--- src/rtl/reaction_pkg.sv ---
// rtl/reaction_pkg.sv - shared state encodings and defaults for the reaction timer controller
package reaction_pkg;

   typedef enum logic [2:0] {
      ST_IDLE   = 3'd0,
      ST_ARM    = 3'd1,
      ST_WAIT   = 3'd2,
      ST_GO     = 3'd3,
      ST_REACT  = 3'd4,
      ST_LOAD   = 3'd5,
      ST_RESULT = 3'd6,
      ST_ABORT  = 3'd7
   } state_t;

   localparam int HOLD_CYCLES_DEF = 64;
   localparam int UP_MAX_DEF      = 4095;
   localparam int HOLD_CNT_W      = 8;
   localparam int UP_CNT_W        = 12;

endpackage

--- src/rtl/button_sync_edge.sv ---
// rtl/button_sync_edge.sv - two-flop synchronizer plus registered rising-edge detector
// A button already high when reset releases must be seen low before any edge is reported.
module button_sync_edge (
   input  logic clk,
   input  logic iResetn,
   input  logic button,
   output logic pulse
);

   logic       meta;
   logic       sync;
   logic       sync_d;
   logic       seen_low;
   logic [1:0] fill;

   always_ff @(posedge clk or negedge iResetn) begin
      if (!iResetn) begin
         meta     <= 1'b0;
         sync     <= 1'b0;
         sync_d   <= 1'b0;
         seen_low <= 1'b0;
         fill     <= 2'b00;
         pulse    <= 1'b0;
      end else begin
         meta   <= button;
         sync   <= meta;
         sync_d <= sync;
         fill   <= {fill[0], 1'b1};
         // sync only reflects the real pin once the pipeline has refilled after reset
         if (fill[1] && !sync)
            seen_low <= 1'b1;
         pulse  <= sync && !sync_d && seen_low;
      end
   end

endmodule

--- src/rtl/reaction_control.sv ---
// rtl/reaction_control.sv - reaction timer control FSM with registered datapath strobes
module reaction_control
   import reaction_pkg::*;
#(
   parameter int HOLD_CYCLES = HOLD_CYCLES_DEF,
   parameter int UP_MAX      = UP_MAX_DEF
) (
   input  logic                clk,
   input  logic                iResetn,
   input  logic                iStart,
   input  logic                iReact,
   input  logic                iCountComplete,
   input  logic [UP_CNT_W-1:0] iUpCount,
   output logic                oStart_down_count,
   output logic                oStart_up_count,
   output logic                oLoad_score,
   output logic                oScreen,
   output logic                oFalseStart,
   output logic                oTimeout,
   output logic [2:0]          oState
);

   localparam logic [HOLD_CNT_W-1:0] HOLD_LAST = HOLD_CNT_W'(HOLD_CYCLES - 1);
   localparam logic [UP_CNT_W-1:0]   UP_LIMIT  = UP_CNT_W'(UP_MAX);

   state_t                state;
   logic [HOLD_CNT_W-1:0] hold_cnt;
   logic                  go_react;
   logic                  start_edge;
   logic                  react_edge;

   button_sync_edge u_start_sync (
      .clk     (clk),
      .iResetn (iResetn),
      .button  (iStart),
      .pulse   (start_edge)
   );

   button_sync_edge u_react_sync (
      .clk     (clk),
      .iResetn (iResetn),
      .button  (iReact),
      .pulse   (react_edge)
   );

   assign oState = state;

   always_ff @(posedge clk or negedge iResetn) begin
      if (!iResetn) begin
         state             <= ST_IDLE;
         hold_cnt          <= '0;
         go_react          <= 1'b0;
         oStart_down_count <= 1'b0;
         oStart_up_count   <= 1'b0;
         oLoad_score       <= 1'b0;
         oScreen           <= 1'b0;
         oFalseStart       <= 1'b0;
         oTimeout          <= 1'b0;
      end else begin
         oLoad_score <= 1'b0;
         case (state)
            ST_IDLE, ST_RESULT, ST_ABORT: begin
               if (start_edge) begin
                  state             <= ST_ARM;
                  hold_cnt          <= '0;
                  oStart_down_count <= 1'b1;
                  oFalseStart       <= 1'b0;
                  oTimeout          <= 1'b0;
               end
            end
            ST_ARM: begin
               if (hold_cnt == HOLD_LAST) begin
                  state             <= ST_WAIT;
                  oStart_down_count <= 1'b0;
               end else begin
                  hold_cnt <= hold_cnt + 1'b1;
               end
            end
            ST_WAIT: begin
               // an early press beats a countdown that completes in the same cycle
               if (react_edge) begin
                  state       <= ST_ABORT;
                  oFalseStart <= 1'b1;
               end else if (iCountComplete) begin
                  state           <= ST_GO;
                  hold_cnt        <= '0;
                  go_react        <= 1'b0;
                  oScreen         <= 1'b1;
                  oStart_up_count <= 1'b1;
               end
            end
            ST_GO: begin
               if (react_edge)
                  go_react <= 1'b1;
               if (hold_cnt == HOLD_LAST) begin
                  state           <= ST_REACT;
                  oStart_up_count <= 1'b0;
               end else begin
                  hold_cnt <= hold_cnt + 1'b1;
               end
            end
            ST_REACT: begin
               if (react_edge || go_react) begin
                  state       <= ST_LOAD;
                  go_react    <= 1'b0;
                  oScreen     <= 1'b0;
                  oLoad_score <= 1'b1;
               end else if (iUpCount == UP_LIMIT) begin
                  state    <= ST_ABORT;
                  oScreen  <= 1'b0;
                  oTimeout <= 1'b1;
               end
            end
            ST_LOAD: begin
               state <= ST_RESULT;
            end
            default: begin
               state <= ST_IDLE;
            end
         endcase
      end
   end

endmodule

--- config.mk ---
export PLATFORM = sky130hd
export DESIGN_NAME = reaction_control
export DESIGN_NICKNAME = d
export VERILOG_FILES = /design/src/rtl/reaction_pkg.sv /design/src/rtl/button_sync_edge.sv /design/src/rtl/reaction_control.sv
export SDC_FILE = /design/constraint.sdc
export NUM_CORES = 1
export LEC_CHECK = 0
export CORE_MARGIN = 1
export CORE_UTILIZATION = 45
export DETAILED_ROUTE_END_ITERATION = 16
export PLACE_DENSITY_LB_ADDON = 0.15
export SLEW_MARGIN = 20
export SYNTH_ARGS = -nofsm -noshare
export SYNTH_HDL_FRONTEND = slang
export SYNTH_SLANG_ARGS = --single-unit
--- constraint.sdc ---
create_clock -name clk -period 4.54 [get_ports clk]
set_clock_uncertainty 0.1 [all_clocks]
set_input_delay 0.681 -clock clk [delete_from_list [all_inputs] [get_ports clk]]
set_output_delay 0.681 -clock clk [all_outputs]
set_load 0.01 [all_outputs]
# Word level (Yosys, flattened, before mapping)

Cells that the tools add are included.

Multipliers: 0
Bitwise gates (word level): 0
Mux-type cells: 34
Magnitude comparators: 0
Equality and inequality tests: 22
Add/subtract/negate cells: 1
Shift operators: 0
Divide/modulo/power cells: 0
Reductions and logical operators: 29

Operator list:

| cell                                                   | number |
|---|---|
| 2-to-1 mux 8 bit                                       | 4 |
| case mux 8 bit (3 select lines)                        | 1 |
| 2-to-1 mux 3 bit                                       | 7 |
| case mux 3 bit (6 select lines)                        | 1 |
| inequality test 2 bit (second input constant)          | 8 |
| 2-to-1 mux 1 bit                                       | 15 |
| AND reduction 5 bit                                    | 3 |
| == test 12 bit (second input constant)                 | 1 |
| == test 3 bit (second input constant)                  | 4 |
| AND reduction 4 bit                                    | 3 |
| case mux 1 bit (2 select lines)                        | 5 |
| nonzero test 2 bit                                     | 5 |
| adder 8 x 1 -> 8 bit (second input constant)           | 1 |
| == test 8 x 6 -> 1 bit (second input constant)         | 1 |
| == test 3 x 2 -> 1 bit (second input constant)         | 2 |
| logical AND 1 bit                                      | 6 |
| inequality test 2 x 1 -> 1 bit (second input constant) | 3 |
| AND reduction 3 bit                                    | 2 |
| nonzero test 3 bit                                     | 2 |
| logical NOT 1 bit                                      | 4 |
| == test 3 x 1 -> 1 bit (second input constant)         | 1 |
| logical NOT 3 bit                                      | 1 |
| inequality test 3 x 2 -> 1 bit (second input constant) | 1 |
| inequality test 3 bit (second input constant)          | 1 |
| other kinds (4)                                        | 4 |

Input bits: 17
Memories: 0
Register bits after elaboration: 32
Logic and storage cells: 107
Output and inout bits: 9
Bits in read-only memories: 0
Bits in latches: 0
Memory bits (writable): 0

# Depth between registers and ports, before layout

Depth in word-level cells: 4
Depth in mapped cells: 5
Depth with buffers taken out: 5

# Cells and area by module

A second synthesis with hierarchy kept.

Cell total of the unflattened synthesis: 152
Area total of the unflattened synthesis: 1477.7 um^2

Modules (own cells, without submodules):

| module           | times used | sequential area each (um^2) | cells an instance | area an instance (um^2) |
|---|---|---|---|---|
| reaction_control | 1          | 450.4                       | 128               | 1082.3 |
| button_sync_edge | 2          | 175.2                       | 12                | 197.7 |

# Least setup slack after synthesis

OpenSTA, ideal clock, no wires.

Path kind: input -> register
Start point: in iCountComplete
End point: reg hold_cnt[3]
Buffers on the path: 0
Setup time: 0.124 ns
Required time: 4.316 ns
Arrival time: 1.669 ns
Cell stages on the path: 4
Setup slack: 2.647 ns
Cells stage by stage: or3b_2 > a21oi_1 > nor2_1 > a211o_2

Word-level cells in the longest chain between the ends: 2

RTL lines:

| element                                | RTL line               | text |
|---|---|---|
| from (decl)                            | reaction_control.sv:12 | `input logic iCountComplete,` |
| inequality test 2 bit (no source line) | -                      |  |
| AND reduction 5 bit (no source line)   | -                      |  |
| to (signal assigned)                   | reaction_control.sv:76 | `hold_cnt <= hold_cnt + 1'b1;` |
| to (signal assigned)                   | reaction_control.sv:99 | `hold_cnt <= hold_cnt + 1'b1;` |
| to (decl)                              | reaction_control.sv:27 | `logic [HOLD_CNT_W-1:0] hold_cnt;` |

Every way passes these cells.
A chain may end at the register's enable or synchronous reset.

# Worst setup path after layout

Start point: reg state[0] (netlist: oState[0])
End point: out oState[0]

RTL lines:

| element                | RTL line               | text |
|---|---|---|
| from (decl)            | reaction_control.sv:26 | `state_t state;` |
| from (signal assigned) | reaction_control.sv:50 | `state <= ST_IDLE;` |
| from (signal assigned) | reaction_control.sv:64 | `state <= ST_ARM;` |
| from (signal assigned) | reaction_control.sv:73 | `state <= ST_WAIT;` |
| to (decl)              | reaction_control.sv:20 | `output logic [2:0] oState` |

No word-level cell between the ends.

==> flow_summary.yaml <==
sta:
  max_freq_ghz: 0.411
  finalCritPeriodShare_pct: 53.5
  fin_setup_tns_ns: 0
  hold_viol: 0
  worst_pin_slew_ns: 0.556
  finalMaxSlewViolations: 0
  relSlewSlack_pct: 62.6
  min_period_ns: 2.43
  setup_violations: 0
  rsz0062_at_grt: "no"
clock_tree:
  cts_resized: 0
  cts_sinks: 30
  root_buffer: "clkbuf_4"
  cts_post_setup_buffers_inserted: 0
  clockBufferDepth: 2
  cts_buffers: 5
  htree_levels: 2
  clock_latency_ns: 0.34
  holdBufCountCts: 0
  cts_tree: "done"
  clkTransAtPathRegs_ns: 0.09
pwr:
  power_w: 0.000468
  p_switching_w: 0.000107
  seqPwrFrac_pct: 58.7
  max-vdd-ir-drop_mv: 0.189
  p_clk_share_pct: 36.2
  power.leakage_nw: 0.730
  swShare_pct: 22.9
  p_comb_share_pct: 5.1
  internal_power_w: 0.000361
  power_density_nw_per_um2: 268
finish:
  area.growth.synth_to_final_pct: 24.7
  fillers: 244
  layout-drive-gt1-share_pct: 9.94
  regMostFlops: "hold_cnt"
  stdcell_area_um2: 1750
  largest_reg_flops: 8
  n_antenna_cell: 0
  final_nets: 188
  final_util_pct: 61.2
critical_path:
  cp-end-kind: "output port"
  crit_arrival_ns: 1.65
  path_delay_family: "flip-flops"
  start_kind: "flip-flop"
  critPathBufInv: 1
  cpMaxStageDelayCell: "dfrtp_1"
  crit_type: "flip-flop to output port"
  critPathMaxStageDelay_ns: 0.68
  required_ns: 3.76
  worstPathMaxFanout: 17
  cp_cell_sequence: "clkdlybuf4s50_1"
job:
  cap_violations: 0
place:
  place.gp.congestion: 0.831
  io_buffer_count: 25
  dp_hpwl_um: 1920
  placed_area_um2: 1680
logic_synthesis:
  synth_edf_count: 0
  synthTopCellsByCount: "dfrtp_1, nand2_1, a21oi_1"
  yosysMostFrequentCell: "dfrtp_1"
  synth-async-reset-ratio_pct: 100
  synth_area_um2: 1400
  synth_ff_type: "dfrtp_1"
  ys_seq_area_share_pct: 53.6
  yosysTopAreaCell: "dfrtp_1"
  synth_fp_nets: 159
  synth_seq_cells: 30
  syn_avg_cell_area_um2: 9.93
  yosysWarnings: 0
  synthTopCellsByArea: "dfrtp_1, a21oi_1, o21ai_0, nand2_1, inv_1"
  ys_types: 37
  synthCells: 141
  yosysTopAreaCellShare_pct: 53.6
routing:
  post_drt_wl_per_cell_um: 13.7
  drt_iter0_markers: 40
  drc: 0
  drt-pass1-iter-count: 7
  avgViaCountPerCell: 5.66
  vias: 1144
  ant_nets: 0
  routed_wl_um: 2770
global_route:
  overflow: 0
  antenna_found_initial: 0
  grt_usage_pct: 18.8
  grt_max_degree: 31
  grt_pass1_wl_um: 4730
  grt_pass1_vias: 1080
die:
  rows: 19
  io_pins: 26
  core-area_um2: 2850
  die_w_um: 57.8
  die_h_um: 57.8
  initial_core_util_pct: 49.1
  dieArea_um2: 3340
run_status:
  status: "complete, no violations"
hold_path:
  min_path_type: "flip-flop to flip-flop"
worst paths after layout:
check                                           from              endpoint  slack [ns]  cells past startpoint
worst max-delay path                       oState[0]             oState[0]        2.11                      1
worst min-delay path            u_react_sync.fill[0]  u_react_sync.fill[1]        0.26                      0
worst max register to register             oState[0]           hold_cnt[7]        2.55                      4
worst min register to register  u_react_sync.fill[0]  u_react_sync.fill[1]        0.26                      0
max in group asynchronous                    iResetn              oTimeout        3.43                      2
min in group asynchronous                    iResetn       oStart_up_count        0.61                      2
cell usage in the layout, fill, tap and decap left out, types with 2 or more instances in the layout:
master           count
clkdlybuf4s50_1     25
o21ai_0             10
a31oi_1              4
nand2_1             13
nor3b_1              3
a21oi_1             12
nor3_1               4
dfrtp_1             30
nor2b_1              3
inv_1                9
nor2_1               8
mux2i_1              2
nand4_1              3
a21o_1               3
o211ai_1             3
nand3_1              3
nor4_1               4
nand2b_1             4
clkbuf_4             5
final cells by class:
class                      instances  area, µm²  share of cell area, %
clock buffer                       6       51.3                   2.94
timing repair buffer              26        258                   14.8
sequential                        30        751                   43.0
tap                               31       38.8                   2.22
inverter                           9       33.8                   1.94
clock inverter                     2       12.5                  0.717
multi-input combinational         98        601                   34.4
per-layer routing:
layer	GRT usage [%]	part of all wire (%)	wire length, µm
met1	24.6	48	1330
met5	0	0	0
met4	7.82	1.6	44
met2	28.9	45	1250
met3	6.25	5.0	139
power groups by stage:
stage,Clock (W),Sequential [W],Combinational [W]
final,0.000169,0.000275,0.0000239
after global placement,0,0.000280,0.0000239
after CTS,0.000174,0.000275,0.0000244
after floorplan,0,0.000279,0.00000404
after detailed placement,0,0.000280,0.0000243
after global routing,0.000188,0.000275,0.0000268
cells by family (layout without fill, tap and decap cells):
logic type | after synthesis | count (layout) | share of synthesized area (%)
AOI/OAI and AO/OA | 42 | 42 | 19.4
adders and majority gates | 1 | 1 | 0.894
and+or+nand+nor | 51 | 51 | 20.1
other | 1 | 1 | 0.268
DFF | 30 | 30 | 53.6
muxes | 3 | 3 | 2.23
buffers and inverters | 13 | 43 | 3.48
stage by stage:
step / std cells / hold slack, ns / setup WS [ns]
2_1_floorplan: 141 / 0.231 / 2.65
4_1_cts: 202 / 0.270 / 2.12
6_report: 202 / 0.263 / 2.11
3_3_place_gp: 194 / 0.236 / 2.06
5_1_grt: 202 / 0.273 / 2.03
3_5_place_dp: 194 / 0.241 / 2.04
Note: power is estimated with default switching activity, not from simulation.
==> RTL edit 1: new RTL, config.mk and constraints unchanged <==
Change the package constant `UP_CNT_W` from 12 to 8.
--- a/src/rtl/reaction_pkg.sv
+++ b/src/rtl/reaction_pkg.sv
@@ -16,5 +16,5 @@
    localparam int UP_MAX_DEF      = 4095;
    localparam int HOLD_CNT_W      = 8;
-   localparam int UP_CNT_W        = 12;
+   localparam int UP_CNT_W        = 8;
 
 endpackage
Interface: changed (resized iUpCount); port bits go from 26 to 22. No check against the original RTL was run, so the function may have changed too.
==> RTL edit 1 against the original RTL <==
The run now ends with DRC left. Routed wire length is 0.32% higher. Sequential cell count stayed put. Power is 0.90% lower. Setup slack worse by 0.031 ns. Final area is 3.6% lower. Register-to-register slack better by 0.10 ns. Synthesized area is 0.80% lower. Global-route usage is 0.99 points higher. Critical endpoint is now oState[2].
==> RTL edit 1: results (changes against the original RTL) <==
* Comb_multi_in at 94 (-4.1%)
* Post-Synth Adder-Cell Area at 0.009009 (+0.00007246)
* Routability Congestion at 0.7955 (-4.3%)
* M3 GR Usage at 0.04762 (-0.01488)
* # DRC at 3 (+3)
* Syn nets at 153 (-3.8%)
* Placed cell area at 1619 um^2 (-3.7%)
* DP Cell Count at 186 (-4.1%)
* Sequential power share at 0.593 (+0.006)
* Layout cells sized above 1 at 0.08589 (-0.01353)
* Status: complete, but fails checks
* Power Dens Cells at 275.4 nW/um^2 (+2.8%)
* Syn avg cell area at 9.992 um^2 (+0.62%)
* Wl on met1 at 1256 um (-5.8%)
* Switch Pwr at 0.1064 mW (-0.76%)
* Layout net count at 176 (-6.4%)
* Vias in the first global route at 1,094 (+1.3%)
* Fraction of area in registers at 0.4461 (+0.01599)
* End of the critical path: oState[2]
* Detailed Route Iter0 Violations at 32 (-20%)
* Leak at 0.7042 nW (-3.6%)
* Place WS at 2.301 ns (+0.2585 ns)
* Register area share after synthesis at 0.5405 (+0.004348)
* Post-route setup slack at 2.079 ns (-0.03096 ns)
* WL/cell at 14.34 um (+4.5%)
* Fin area at 1683 um^2 (-3.6%)
* Via density per instance at 5.778 (+2.0%)
* CP max stage delay at 0.71 ns (+0.03 ns)
* DR WL met2 at 1351 um (+7.7%)
* Met2 GRT Util at 0.3206 (+0.03156)
* Worst R2R End: oState[1]$_DFFE_PN0P_
* Bufs w/o clock at 22 (-15%)
* Fill count at 249 (+2.0%)
* Global Route Usage Sum at 0.1979 (+0.009867)
* DRT Pass-1 Iters at 11 (+4)
* Multiplexer share of the synthesized area at 0.01532 (-0.007026)
* DR vias at 1,121 (-2.0%)
* Met3 WL post-DR at 113 um (-19%)
* Area of the multi-input gates at 578.1 um^2 (-3.8%)
* Top post-synthesis cells by count: 30 x dfrtp_1, 11 x a21oi_1, 9 x inv_1, 9 x nand2_1, 8 x o21ai_0
* Failing checks: DRC
* CP max FO at 21 (+4)
[RTL edit 1: cell count changes in the layout (fill, tap and decap cells not counted), sizes merged, moves of 3 or more]
cell,change
nor3,+3
clkdlybuf4s50,-4
o211ai,+3
nand3,+3
nand2,-4
[RTL edit 1: how the worst min path moves through the flow]
stage,from,to,cells after the start
after detailed placement,u_react_sync.fill[0]$_DFF_PN0_,u_react_sync.fill[1]$_DFF_PN0_,0
after global placement,u_react_sync.meta$_DFF_PN0_,u_react_sync.sync$_DFF_PN0_,0
after global routing,u_start_sync.meta$_DFF_PN0_,u_start_sync.sync$_DFF_PN0_,0
after floorplan,u_react_sync.fill[0]$_DFF_PN0_,u_react_sync.fill[1]$_DFF_PN0_,0
after CTS,u_react_sync.fill[0]$_DFF_PN0_,u_react_sync.fill[1]$_DFF_PN0_,0
final,u_react_sync.fill[0]$_DFF_PN0_,u_react_sync.fill[1]$_DFF_PN0_,0
==> RTL edit 2: new RTL, config.mk and constraints unchanged <==
Made on the original files. Register the output `oLoad_score` once more, cleared by the reset; this adds one clock of latency there. The other outputs are not delayed to match.
--- a/src/rtl/reaction_control.sv
+++ b/src/rtl/reaction_control.sv
@@ -23,4 +23,6 @@
    localparam logic [HOLD_CNT_W-1:0] HOLD_LAST = HOLD_CNT_W'(HOLD_CYCLES - 1);
    localparam logic [UP_CNT_W-1:0]   UP_LIMIT  = UP_CNT_W'(UP_MAX);
+
+   logic oLoad_score_s0;
 
    state_t                state;
@@ -53,10 +55,10 @@
          oStart_down_count <= 1'b0;
          oStart_up_count   <= 1'b0;
-         oLoad_score       <= 1'b0;
+         oLoad_score_s0    <= 1'b0;
          oScreen           <= 1'b0;
          oFalseStart       <= 1'b0;
          oTimeout          <= 1'b0;
       end else begin
-         oLoad_score <= 1'b0;
+         oLoad_score_s0 <= 1'b0;
          case (state)
             ST_IDLE, ST_RESULT, ST_ABORT: begin
@@ -105,5 +107,5 @@
                   go_react    <= 1'b0;
                   oScreen     <= 1'b0;
-                  oLoad_score <= 1'b1;
+                  oLoad_score_s0 <= 1'b1;
                end else if (iUpCount == UP_LIMIT) begin
                   state    <= ST_ABORT;
@@ -122,4 +124,12 @@
    end
 
+   always_ff @(posedge clk or negedge iResetn) begin
+      if (!iResetn) begin
+         oLoad_score <= '0;
+      end else begin
+         oLoad_score <= oLoad_score_s0;
+      end
+   end
+
 endmodule
 
Behaviour: no difference found for any inputs over 10 cycles, from zero or initial values and one cycle with iResetn low; that may be too few to reach the edited logic, so the function may still have changed.
==> RTL edit 2 against the original RTL <==
Synthesized area increased by 5.5%. Maximum frequency down 0.99%. Sequential cell count up 1. Via count increased by 12%. Die area up 5.3%. Critical path depth stayed put. Setup slack lost 0.024 ns. Final area is 5.1% higher. Register-to-register slack lost 0.18 ns. Routed wire length is 14% higher. Largest cell class unchanged.
Power is not compared: it rests on default switching activity, and its combinational part moved more than twofold at a synthesized area within 25%.
==> RTL edit 2: results (changes against the original RTL) <==
* End of the critical path: oState[1]
* CP max FO at 16 (-1)
* Clock-cell share of area at 0.03411 (-0.002453)
* Final-layout clock buffer total at 5 (-1)
* Hold crit path type: reg2reg
* Status: finished clean
* Worst R2R End: hold_cnt[7]$_DFFE_PN0P_
* Antenna violations before repair at 0 (unchanged)
* Max-cap violations at 0 (unchanged)
* Critical path arrival at 1.67 ns (+0.02 ns)
* Origin of the worst setup path: oState[1]$_DFFE_PN0P_
* Register area share after synthesis at 0.5250 (-0.01121)
* Met1 Track Usage GR at 0.2920 (+0.04571)
* Layout cells sized above 1 at 0.1017 (+0.002280)
* Rel. slew slack at 0.6394 (+0.01354)
* Fraction of area in non-clock buffers at 0.1405 (-0.007152)
* CP max stage delay at 0.70 ns (+0.02 ns)
* Non-CTS inverters at 7 (-2)
* M3 GR Usage at 0.08297 (+0.02047)
* DRT Pass-1 Iters at 4 (-3)
* Peak VDD IR at 0.3462 mV
* Area contributors post-synth: dfrtp_1 52%, o21ai_0 5.1%, nor2_1 3.8%
* Layout net count at 195 (+3.7%)
* Vias in the first global route at 1,244 (+15%)
* Bufs w/o clock at 26 (unchanged)
* Fraction of area in registers at 0.4229 (-0.007189)
* Post-Synth Adder-Cell Area at 0.01693 (+0.007998)
* R2R cell count at 5 (+1)
* Largest net degree at the start of global routing at 32 (+3.2%)
* DR vias at 1,279 (+12%)
* Reg clk slew, reported paths at 0.11 ns (+0.02 ns)
* Multiplexer share of the synthesized area at 0.007621 (-0.01472)
* Routability Congestion at 0.8087 (-2.7%)
* Global Route Usage Sum at 0.2210 (+0.03302)
* I/O Buffers at 25 (unchanged)
* Synth Area in Compound Gates at 0.2396 (+0.04570)
* Detailed-placement wirelength estimate at 2266 um (+18%)
* CP max-delay cell: dfrtp_1
* Maximum root-to-sink buffer count at 2 (unchanged)
* Top post-synthesis cells by count: 31 x dfrtp_1, 15 x nor2_1, 15 x o21ai_0, 11 x a21oi_1, 9 x nand2_1
* Detailed Route Iter0 Violations at 97 (+140%)
* Fill count at 277 (+14%)
* Global-route wire length before repair at 5582 um (+18%)
* Comb_multi_in at 105 (+7.1%)
* FFs & Latches at 31 (+3.3%)
* Comb power frac at 0.411
* Multi-input gate share of total cell area at 0.3581 (+0.01403)
* WL/cell at 14.29 um (+4.1%)
* R2R Setup Slk at 2.37 ns (-0.18 ns)
* Met2 GRT Util at 0.3307 (+0.04162)
* Hold Slack at 0.2583 ns (-0.005036 ns)
* Syn nets at 166 (+4.4%)
RTL edit 2: cell types whose count changed in the layout (fill, tap and decap cells not counted), sizes merged, moves of 3 or more:
| cell | before | now |
|---|---|---|
| nand2 | 13 | 9 |
| nor2 | 8 | 16 |
| nor2b | 3 | 0 |
| o211ai | 3 | 0 |
| o21ai | 10 | 15 |
| a211oi | 1 | 4 |
RTL edit 2: metal layers:
layer | share of wire | vias up
li1 | - | 611
met1 | 0.45 | 623
met2 | 0.49 | 43
met3 | 0.058 | 2
met4 | 0.0032 | 0
met5 | 0 | -
RTL edit 2: metrics by stage:
step / std cells / worst slack (ns) / cell area (um^2)
floorplan: 147 / 2.574 / 1478
global placement: 213 / 2.062 / 1772
detailed placement: 213 / 2.003 / 1772
CTS: 221 / 2.070 / 1834
global route: 221 / 2.006 / 1834
finish: 221 / 2.085 / 1834
